===== src/rtl/word_store_pkg.sv =====
`default_nettype none
// +--------------------------------------------------------------------+
// | word_store_pkg : shared types and widths for word_store_serializer |
// | Revision 1.0                                                       |
// +--------------------------------------------------------------------+
package word_store_pkg;

    localparam int BEAT_W      = 16;
    localparam int WORD_W      = 32;
    localparam int HALF_OFFSET = 2;

    typedef enum logic [2:0] {
        IDLE = 3'd0,
        HI   = 3'd1,
        LO   = 3'd2,
        DONE = 3'd3,
        ERR  = 3'd4
    } state_e;

endpackage
`default_nettype wire


===== src/rtl/word_store_serializer_beat_wait_counter.sv =====
`default_nettype none
// +--------------------------------------------------------------------+
// | beat_wait_counter : counts stalled beat cycles, flags MAX_WAIT     |
// | Revision 1.0                                                       |
// +--------------------------------------------------------------------+
module beat_wait_counter #(
    parameter int MAX_WAIT = 255
) (
    input  logic clk,
    input  logic rst_n,
    input  logic clear,
    input  logic enable,
    output logic expired
);

    localparam int CNT_W = $clog2(MAX_WAIT + 1);

    logic [CNT_W-1:0] cnt_q;
    logic [CNT_W-1:0] cnt_d;

    // Expiry fires on the MAX_WAIT-th stalled cycle itself, not one later.
    always_comb begin
        expired = enable && !clear && (cnt_q == CNT_W'(MAX_WAIT - 1));
        cnt_d   = cnt_q;
        if (clear) begin
            cnt_d = '0;
        end else if (enable && !expired) begin
            cnt_d = cnt_q + 1'b1;
        end
    end

    always_ff @(posedge clk or negedge rst_n) begin
        if (!rst_n) begin
            cnt_q <= '0;
        end else begin
            cnt_q <= cnt_d;
        end
    end

endmodule
`default_nettype wire


===== src/rtl/word_store_serializer.sv =====
`default_nettype none
// +--------------------------------------------------------------------+
// | word_store_serializer : 32-bit store -> two 16-bit big-endian beats |
// | Optional macro HALF_STORE_EN adds req_half (single-beat sh store). |
// | Revision 1.0                                                       |
// +--------------------------------------------------------------------+
module word_store_serializer
    import word_store_pkg::*;
#(
    parameter int ADDR_W   = 32,
    parameter int MAX_WAIT = 255
) (
    input  logic              clk,
    input  logic              rst_n,
    input  logic              req_valid,
    output logic              req_ready,
    input  logic [ADDR_W-1:0] req_addr,
    input  logic [WORD_W-1:0] req_data,
`ifdef HALF_STORE_EN
    input  logic              req_half,
`endif
    output logic              mem_valid,
    input  logic              mem_ready,
    output logic [ADDR_W-1:0] mem_addr,
    output logic [BEAT_W-1:0] mem_wdata,
    output logic              busy,
    output logic              done,
    output logic              err
);

    state_e              state_q, state_d;
    logic [ADDR_W-1:0]   addr_q, addr_d;
    logic [WORD_W-1:0]   data_q, data_d;
    logic                half_q, half_d;

    logic                req_ready_q, req_ready_d;
    logic                mem_valid_q, mem_valid_d;
    logic [ADDR_W-1:0]   mem_addr_q, mem_addr_d;
    logic [BEAT_W-1:0]   mem_wdata_q, mem_wdata_d;
    logic                busy_q, busy_d;
    logic                done_q, done_d;
    logic                err_q, err_d;

    logic                req_half_w;
    logic                misaligned_w;
    logic                in_beat_w;
    logic                wait_clear_w;
    logic                wait_en_w;
    logic                timeout_w;

`ifdef HALF_STORE_EN
    assign req_half_w = req_half;
`else
    assign req_half_w = 1'b0;
`endif

    assign misaligned_w = req_half_w ? req_addr[0] : (req_addr[1:0] != 2'b00);
    assign in_beat_w    = (state_q == HI) || (state_q == LO);
    assign wait_en_w    = in_beat_w && !mem_ready;
    assign wait_clear_w = !in_beat_w || mem_ready;

    beat_wait_counter #(
        .MAX_WAIT (MAX_WAIT)
    ) u_wait (
        .clk     (clk),
        .rst_n   (rst_n),
        .clear   (wait_clear_w),
        .enable  (wait_en_w),
        .expired (timeout_w)
    );

    always_comb begin
        state_d = state_q;
        addr_d  = addr_q;
        data_d  = data_q;
        half_d  = half_q;
        case (state_q)
            IDLE: begin
                if (req_valid) begin
                    addr_d  = req_addr;
                    data_d  = req_data;
                    half_d  = req_half_w;
                    state_d = misaligned_w ? ERR : HI;
                end
            end
            HI: begin
                if (timeout_w) begin
                    state_d = ERR;
                end else if (mem_ready) begin
                    state_d = half_q ? DONE : LO;
                end
            end
            LO: begin
                if (timeout_w) begin
                    state_d = ERR;
                end else if (mem_ready) begin
                    state_d = DONE;
                end
            end
            DONE: state_d = IDLE;
            ERR: begin
                state_d = IDLE;
                addr_d  = '0;
                data_d  = '0;
                half_d  = 1'b0;
            end
            default: state_d = IDLE;
        endcase
    end

    // Outputs are decoded from the next state so they come straight off flops.
    always_comb begin
        req_ready_d = (state_d == IDLE);
        busy_d      = (state_d != IDLE);
        done_d      = (state_d == DONE);
        err_d       = (state_d == ERR);
        mem_valid_d = (state_d == HI) || (state_d == LO);
        mem_addr_d  = '0;
        mem_wdata_d = '0;
        if (state_d == HI) begin
            mem_addr_d  = addr_d;
            mem_wdata_d = half_d ? data_d[BEAT_W-1:0] : data_d[WORD_W-1:BEAT_W];
        end else if (state_d == LO) begin
            mem_addr_d  = addr_d + ADDR_W'(HALF_OFFSET);
            mem_wdata_d = data_d[BEAT_W-1:0];
        end
    end

    always_ff @(posedge clk or negedge rst_n) begin
        if (!rst_n) begin
            state_q     <= IDLE;
            addr_q      <= '0;
            data_q      <= '0;
            half_q      <= 1'b0;
            req_ready_q <= 1'b1;
            mem_valid_q <= 1'b0;
            mem_addr_q  <= '0;
            mem_wdata_q <= '0;
            busy_q      <= 1'b0;
            done_q      <= 1'b0;
            err_q       <= 1'b0;
        end else begin
            state_q     <= state_d;
            addr_q      <= addr_d;
            data_q      <= data_d;
            half_q      <= half_d;
            req_ready_q <= req_ready_d;
            mem_valid_q <= mem_valid_d;
            mem_addr_q  <= mem_addr_d;
            mem_wdata_q <= mem_wdata_d;
            busy_q      <= busy_d;
            done_q      <= done_d;
            err_q       <= err_d;
        end
    end

    assign req_ready = req_ready_q;
    assign mem_valid = mem_valid_q;
    assign mem_addr  = mem_addr_q;
    assign mem_wdata = mem_wdata_q;
    assign busy      = busy_q;
    assign done      = done_q;
    assign err       = err_q;

endmodule
`default_nettype wire


===== config.mk =====
export PLATFORM = sky130hd
export DESIGN_NAME = word_store_serializer
export DESIGN_NICKNAME = d
export VERILOG_FILES = /design/src/rtl/word_store_pkg.sv /design/src/rtl/word_store_serializer_beat_wait_counter.sv /design/src/rtl/word_store_serializer.sv
export SDC_FILE = /design/constraint.sdc
export NUM_CORES = 1
export LEC_CHECK = 0
export CORE_MARGIN = 2
export CORE_UTILIZATION = 37
export DETAILED_ROUTE_END_ITERATION = 8
export MAX_ROUTING_LAYER = met4
export PLACE_DENSITY = 0.66
export SKIP_LAST_GASP = 1
export SYNTH_ARGS = -nofsm -noshare
export SYNTH_HDL_FRONTEND = slang
export SYNTH_SLANG_ARGS = --single-unit

===== constraint.sdc =====
create_clock -name clk -period 3 [get_ports clk]
set_clock_uncertainty 0.1 [all_clocks]
set_input_delay 0.9 -clock clk [delete_from_list [all_inputs] [get_ports clk]]
set_output_delay 0.9 -clock clk [all_outputs]
set_load 0.02 [all_outputs]

Word-level counts from Yosys, hierarchy flattened

Cells that the tools add are included.

Output and inout port bits: 53
Memory bits (writable): 0
Memories kept: 0
Logic and storage cells: 59
Bits of input ports: 68
Register bits after elaboration: 129
ROM bits: 0
Latch bits: 0

Multiply operators: 0
Bitwise operators: 0
Add/subtract/negate cells: 2
Order comparisons: 0
Reduce and logical (&&, ||, !) cells: 16
Muxes and demuxes: 21
Div/mod/pow operators: 0
Eq/ne operators: 8
Shifts and indexed selects: 0

Operator list:

| kind                    | number |
|---|---|
| $mux W32                | 4 |
| $pmux W32 S2            | 2 |
| $mux W16                | 3 |
| $add A32 B2 Y32 const B | 1 |
| $mux W3                 | 6 |
| $mux W8                 | 2 |
| $eq A3 B2 Y1 const B    | 3 |
| $pmux W3 S3             | 1 |
| $add A8 B1 Y8 const B   | 1 |
| $eq A8 B8 Y1 const B    | 1 |
| $eq A3 B1 Y1 const B    | 2 |
| $eq A3 B3 Y1 const B    | 2 |
| $logic_not A3 Y1        | 2 |
| $logic_and A1 B1 Y1     | 4 |
| $logic_not A1 Y1        | 4 |
| $reduce_bool A2 Y1      | 2 |
| $logic_or A1 B1 Y1      | 3 |
| $reduce_bool A3 Y1      | 1 |
| $mux W1                 | 2 |
| $pmux W1 S2             | 1 |

Logic depth before layout (Yosys ltp)

Depth in word-level cells: 12
Gate-level depth with buffers: 13
Gate-level depth less buffers: 8

Cells and area by module

From an unflattened synthesis, not the netlist that was laid out.

Cells, all modules: 654
Area total of the unflattened synthesis: 6,475.0 µm²

By module, submodules not included:

| module                | cells each | seq. area each (µm²) | area each (µm²) | instances |
|---|---|---|---|---|
| word_store_serializer | 605        | 3,029.2              | 5,982.0         | 1 |
| beat_wait_counter     | 49         | 200.2                | 493.0           | 1 |

Worst setup path after synthesis

No wires, ideal clock.

Path type: input to register
Start point: input port req_valid
End point: register mem_addr_q[25] (netlist: mem_addr[25])
Arrival time: 3.158 ns
Library setup time: 0.133 ns
Stages on the path: 11
Setup slack: -0.391 ns
Required time: 2.767 ns
Buffers on the path: 3
Cells stage by stage: nor2_4 -> buf_4 -> buf_4 -> a221o_2 -> ha_1 -> o211a_1 -> o2111ai_1 -> or4_1 -> clkbuf_1 -> o311ai_1 -> nand3_1

Cells in the longest elaborated chain, start to end: 5
Elaborated cells between the ends (all ways): 9
Classes of those cells: add/sub (1); eq/ne (2); mux (6)

Ends and longest elaborated chain:

| element              | RTL line                     | text |
|---|---|---|
| start, declared      | word_store_serializer.sv:15  | `input logic req_valid,` |
| $mux W32             | word_store_serializer.sv:79  | `if (req_valid) begin` |
| $pmux W32 S2         | word_store_serializer.sv:77  | `case (state_q)` |
| net addr_d[1]        | word_store_serializer.sv:32  | `logic [ADDR_W-1:0] addr_q, addr_d;` |
| $add A32 B2 Y32      | word_store_serializer.sv:124 | `mem_addr_d = addr_d + ADDR_W'(HALF_OFFSET);` |
| $mux W32             | word_store_serializer.sv:123 | `end else if (state_d == LO) begin` |
| $mux W32             | word_store_serializer.sv:120 | `if (state_d == HI) begin` |
| net mem_addr_d[25]   | word_store_serializer.sv:38  | `logic [ADDR_W-1:0] mem_addr_q, mem_addr_d;` |
| end signal, assigned | word_store_serializer.sv:149 | `mem_addr_q <= mem_addr_d;` |
| end, declared        | word_store_serializer.sv:38  |  |

The timed path passes the listed nets, and every way through them passes these cells.
A chain may end at the register's enable or synchronous reset.

Worst setup path after layout

Start point: input port req_addr[1]
End point: register mem_addr_q[25] (netlist: mem_addr[25])

Elaborated cells between the ends (all ways): 11
Classes of those cells: add/sub (1); eq/ne (2); mux (7); reduce/logical (1)

RTL lines:

| element            | RTL line                     | text |
|---|---|---|
| start, declared    | word_store_serializer.sv:17  | `input logic [ADDR_W-1:0] req_addr,` |
| $mux W32           | word_store_serializer.sv:79  |  |
| $pmux W32 S2       | word_store_serializer.sv:77  |  |
| net addr_d[1]      | word_store_serializer.sv:32  |  |
| $add A32 B2 Y32    | word_store_serializer.sv:124 |  |
| $mux W32           | word_store_serializer.sv:123 |  |
| $mux W32           | word_store_serializer.sv:120 |  |
| net mem_addr_d[25] | word_store_serializer.sv:38  |  |

The timed path passes the listed nets, and every way through them passes these cells.

==> flow_summary_export.csv <==
group,metric,value,unit
placed_design,placed_area,8610,sq um
worst_setup_path,arrival,3130,ps
power_and_ir_drop,swShare,41.0,%
power_and_ir_drop,finalPower,11.1,mW
clocking,hold_buffers,0,
routing,drtPass1Iterations,5,
sta,fin_crit,2940,ps
clocking,clockBufferDepth,2,
sta,fmax,340,MHz
routing,ant_nets,0,
sta,finalSetupViolCount,0,
power_and_ir_drop,clkPwrFrac,18.7,%
global_route,grt_antenna_before_repair,1,
placed_design,dpl.hpwl,14.3,mm
worst_setup_path,path_cells,"clkdlybuf4s50_1 -> a221o_2 -> ha_4 -> and3_4 -> o2111ai_4 -> or4_4 -> o311ai_4 -> nand3_1",
worst_setup_path,regToRegStartpoint,"state_q[2]",
routing,drt_iter0_drc,459,
worst_setup_path,cpLargestDelayFamily,"simple AND/OR/NAND/NOR gates",
routing,via_count,6093,
min_path,hold_class,"primary input to asynchronous set/reset pin",
global_route,grt_pass1_wl,32.4,mm
logic_synthesis,synth-edff-count,0,
status,outcome,"finished, final reports clean",
worst_setup_path,cp_max_fo,7,
floorplan,coreArea,17200,sq um
logic_synthesis,syn_inst,642,
worst_setup_path,cp-start-kind,"primary input",
clocking,clock-sinks,129,
logic_synthesis,ys.flop_type,"dfrtp_1",
layout,fillers,1495,
worst_setup_path,r2r-end,"mem_addr[25]",
floorplan,fp.dieW,136,um
job,drv_cap,0,
power_and_ir_drop,power_density,1200,nW/um^2
worst_setup_path,endpoint_kind,"register",
worst_setup_path,crit_required,3190,ps
power_and_ir_drop,p_switching,4.57,mW
logic_synthesis,ys_seq_area_share,50.0,%
routing,wire_per_inst,18.9,um
sta,tightest_slew,660,ps
logic_synthesis,syn_area,6460,sq um
logic_synthesis,yosysUniqueCellTypes,69,
logic_synthesis,synth.most_common_cell,"dfrtp_1",
routing,wl,20.4,mm
global_route,track_usage,23.2,%
worst_setup_path,path_class,"primary input to register",
clocking,cts.clk_slew.worst_paths,60,ps
routing,drc,0,
logic_synthesis,yosys_warnings,0,
logic_synthesis,ys_ff_latch,129,
logic_synthesis,synth-async-reset-ratio,100,%
power_and_ir_drop,p_seq_share,25.7,%
global_route,grt_pass1_vias,6315,
power_and_ir_drop,leakage,3.90,nW
floorplan,num_rows,48,
global_route,overflow,0,
worst_setup_path,reg2reg_slack,110,ps
floorplan,die-area,18500,sq um
worst_setup_path,r2r_cells,8,
logic_synthesis,netlist.area_leader.share,49.6,%
logic_synthesis,synth_top_cell_by_area,"dfrtp_1",
clocking,clock-root-buffer,"clkbuf_16",
floorplan,die_h,136,um
global_route,grt_max_degree,71,
power_and_ir_drop,ir_drop,540,uV
logic_synthesis,yosys-top-cells-area,"dfrtp_1 (50%), a31oi_1 (4.7%), nor2b_1 (4.0%), o21ai_0 (3.7%), nand2_1 (3.4%)",
placed_design,port_buffers,120,
layout,multi_input_area,3000,sq um
clocking,clkLatencyLatePin,420,ps
clocking,cts_tree,"yes",
power_and_ir_drop,combPwrFrac,55.6,%
logic_synthesis,syn_avg_cell_area,10.1,sq um
floorplan,initial_core_util,37.6,%
layout,syn_to_final_growth,43.7,%
worst_setup_path,worst_path_max_delay_cell,"or4_4",
floorplan,io_pins,121,
layout,stdcell_area,9280,sq um
clocking,cts_inserted_buffers,17,
sta,max_slew_margin,55.7,%
placed_design,gp_congestion,0.940,
worst_setup_path,path_buf_inv,1,
sta,slew_violations,0,
power_and_ir_drop,internal_power,6.58,mW
routing,via_per_inst,5.66,
sta,hold_viol,0,
worst_setup_path,slowest_delay,670,ps
clocking,h-tree-depth,4,
layout,regArea,3230,sq um
layout,fin_nets,908,
logic_synthesis,ys_top_cells_by_count,"dfrtp_1 (128), nand2_1 (59), a31oi_1 (49)",
sta,period_share,98.0,%
layout,drive_gt1_share,22.1,%
logic_synthesis,syn_nets,713,
==> metrics by stage <==
| step | hold WS (ps) | util (%) | setup TNS, ps | worst slack (ps) | cells |
|---|---|---|---|---|---|
| floorplan | 363 | - | -1530 | -270 | 642 |
| global placement | 382 | 50.1 | -9620 | -446 | 1043 |
| detailed placement | 394 | 50.1 | -10200 | -528 | 1043 |
| CTS | 386 | 53.8 | 0 | 6.34 | 1076 |
| global route | 411 | 54.0 | -8.58 | -8.58 | 1076 |
| finish | 373 | 54.0 | 0 | 61.1 | 1076 |
==> routing by layer <==
metal	GRT usage (%)	part of all wire, %	vias to the layer above	wire length [um]
li1	-	-	2803	-
met1	29.3	43	3012	8850
met2	36.8	48	230	9840
met3	5.18	5.5	48	1130
met4	8.45	2.7	0	557
met5	-	0	-	0
==> worst max-delay path by stage <==
stage           startpoint            to  slack (ps)  cells after the start
6_report       req_addr[1]  mem_addr[25]          60                      8
3_3_place_gp   req_addr[2]  mem_addr[31]        -450                     10
5_1_grt          req_valid  mem_addr[25]          -9                      9
3_5_place_dp   req_addr[2]  mem_addr[29]        -530                     10
2_1_floorplan    req_valid  mem_addr[31]        -270                     11
4_1_cts        req_addr[2]  mem_addr[21]           6                     10
==> state kept, by name, indices dropped and copies added (netlist names), 3 cells and up <==
name,count
u_wait.cnt_q,8
addr_q,32
state_q,3
data_q,32
mem_wdata,16
mem_addr,32
==> worst register-to-register path, cell delays in order, from the launching register on <==
cell and delay (ps):
dfrtp_1 450, nor4b_4 430, a221o_2 270, ha_4 150, and3_4 190, o2111ai_4 110
or4_4 670, o311ai_4 300, nand3_1 110
==> repair_timing <==
action | CTS | global route
hold endpoints to repair | 0 | 0
pin swaps | 4 | 10
endpoints found under the setup margin | 7 | 6
buffers inserted | 1 | 0
gates resized for setup | 4 | 9
==> layout make-up <==
type,instances,share of cell area (%)
flip-flops and latches,129,34.8
multi-input cells,440,32.3
repair buffers,230,22.6
clock buffers,17,4.58
well taps,225,3.03
clock inverters,15,1.83
inverters,19,0.769
diodes,1,0.0270
==> cells in the final DEF (no fill, tap or decap), types with 13 or more instances in the layout <==
cell type and n:
a31oi_1 49, a32o_1 16, buf_4 104, clkbuf_16 17, clkdlybuf4s50_1 117, dfrtp_1 127
nand2_1 59, nand3_1 13, nor2_1 25, nor2b_1 41, o21a_1 26, o21ai_0 48
o21ai_1 13
==> power by group through the flow <==
stage | clock network, mW | registers [mW] | logic [mW]
after global routing | 2.20 | 2.94 | 6.71
after floorplan | 0 | 3.08 | 3.21
after global placement | 0 | 2.84 | 5.88
after CTS | 2.12 | 2.86 | 6.11
after detailed placement | 0 | 2.88 | 6.04
final | 2.08 | 2.86 | 6.20
==> kinds of logic (layout without fill, tap and decap cells) <==
kind of cell | count (synthesis) | after routing | share of synthesized area [%]
other | 0 | 1 | 0
adders and majority gates | 3 | 3 | 0.581
muxes | 2 | 2 | 0.310
AOI/OAI and AO/OA | 229 | 229 | 25.5
xor gates and xnor gates | 6 | 6 | 0.814
buffers and inverters | 73 | 281 | 5.31
DFF | 129 | 129 | 50.0
and+or+nand+nor | 200 | 200 | 17.5
Note: power is estimated with default switching activity, not from simulation.
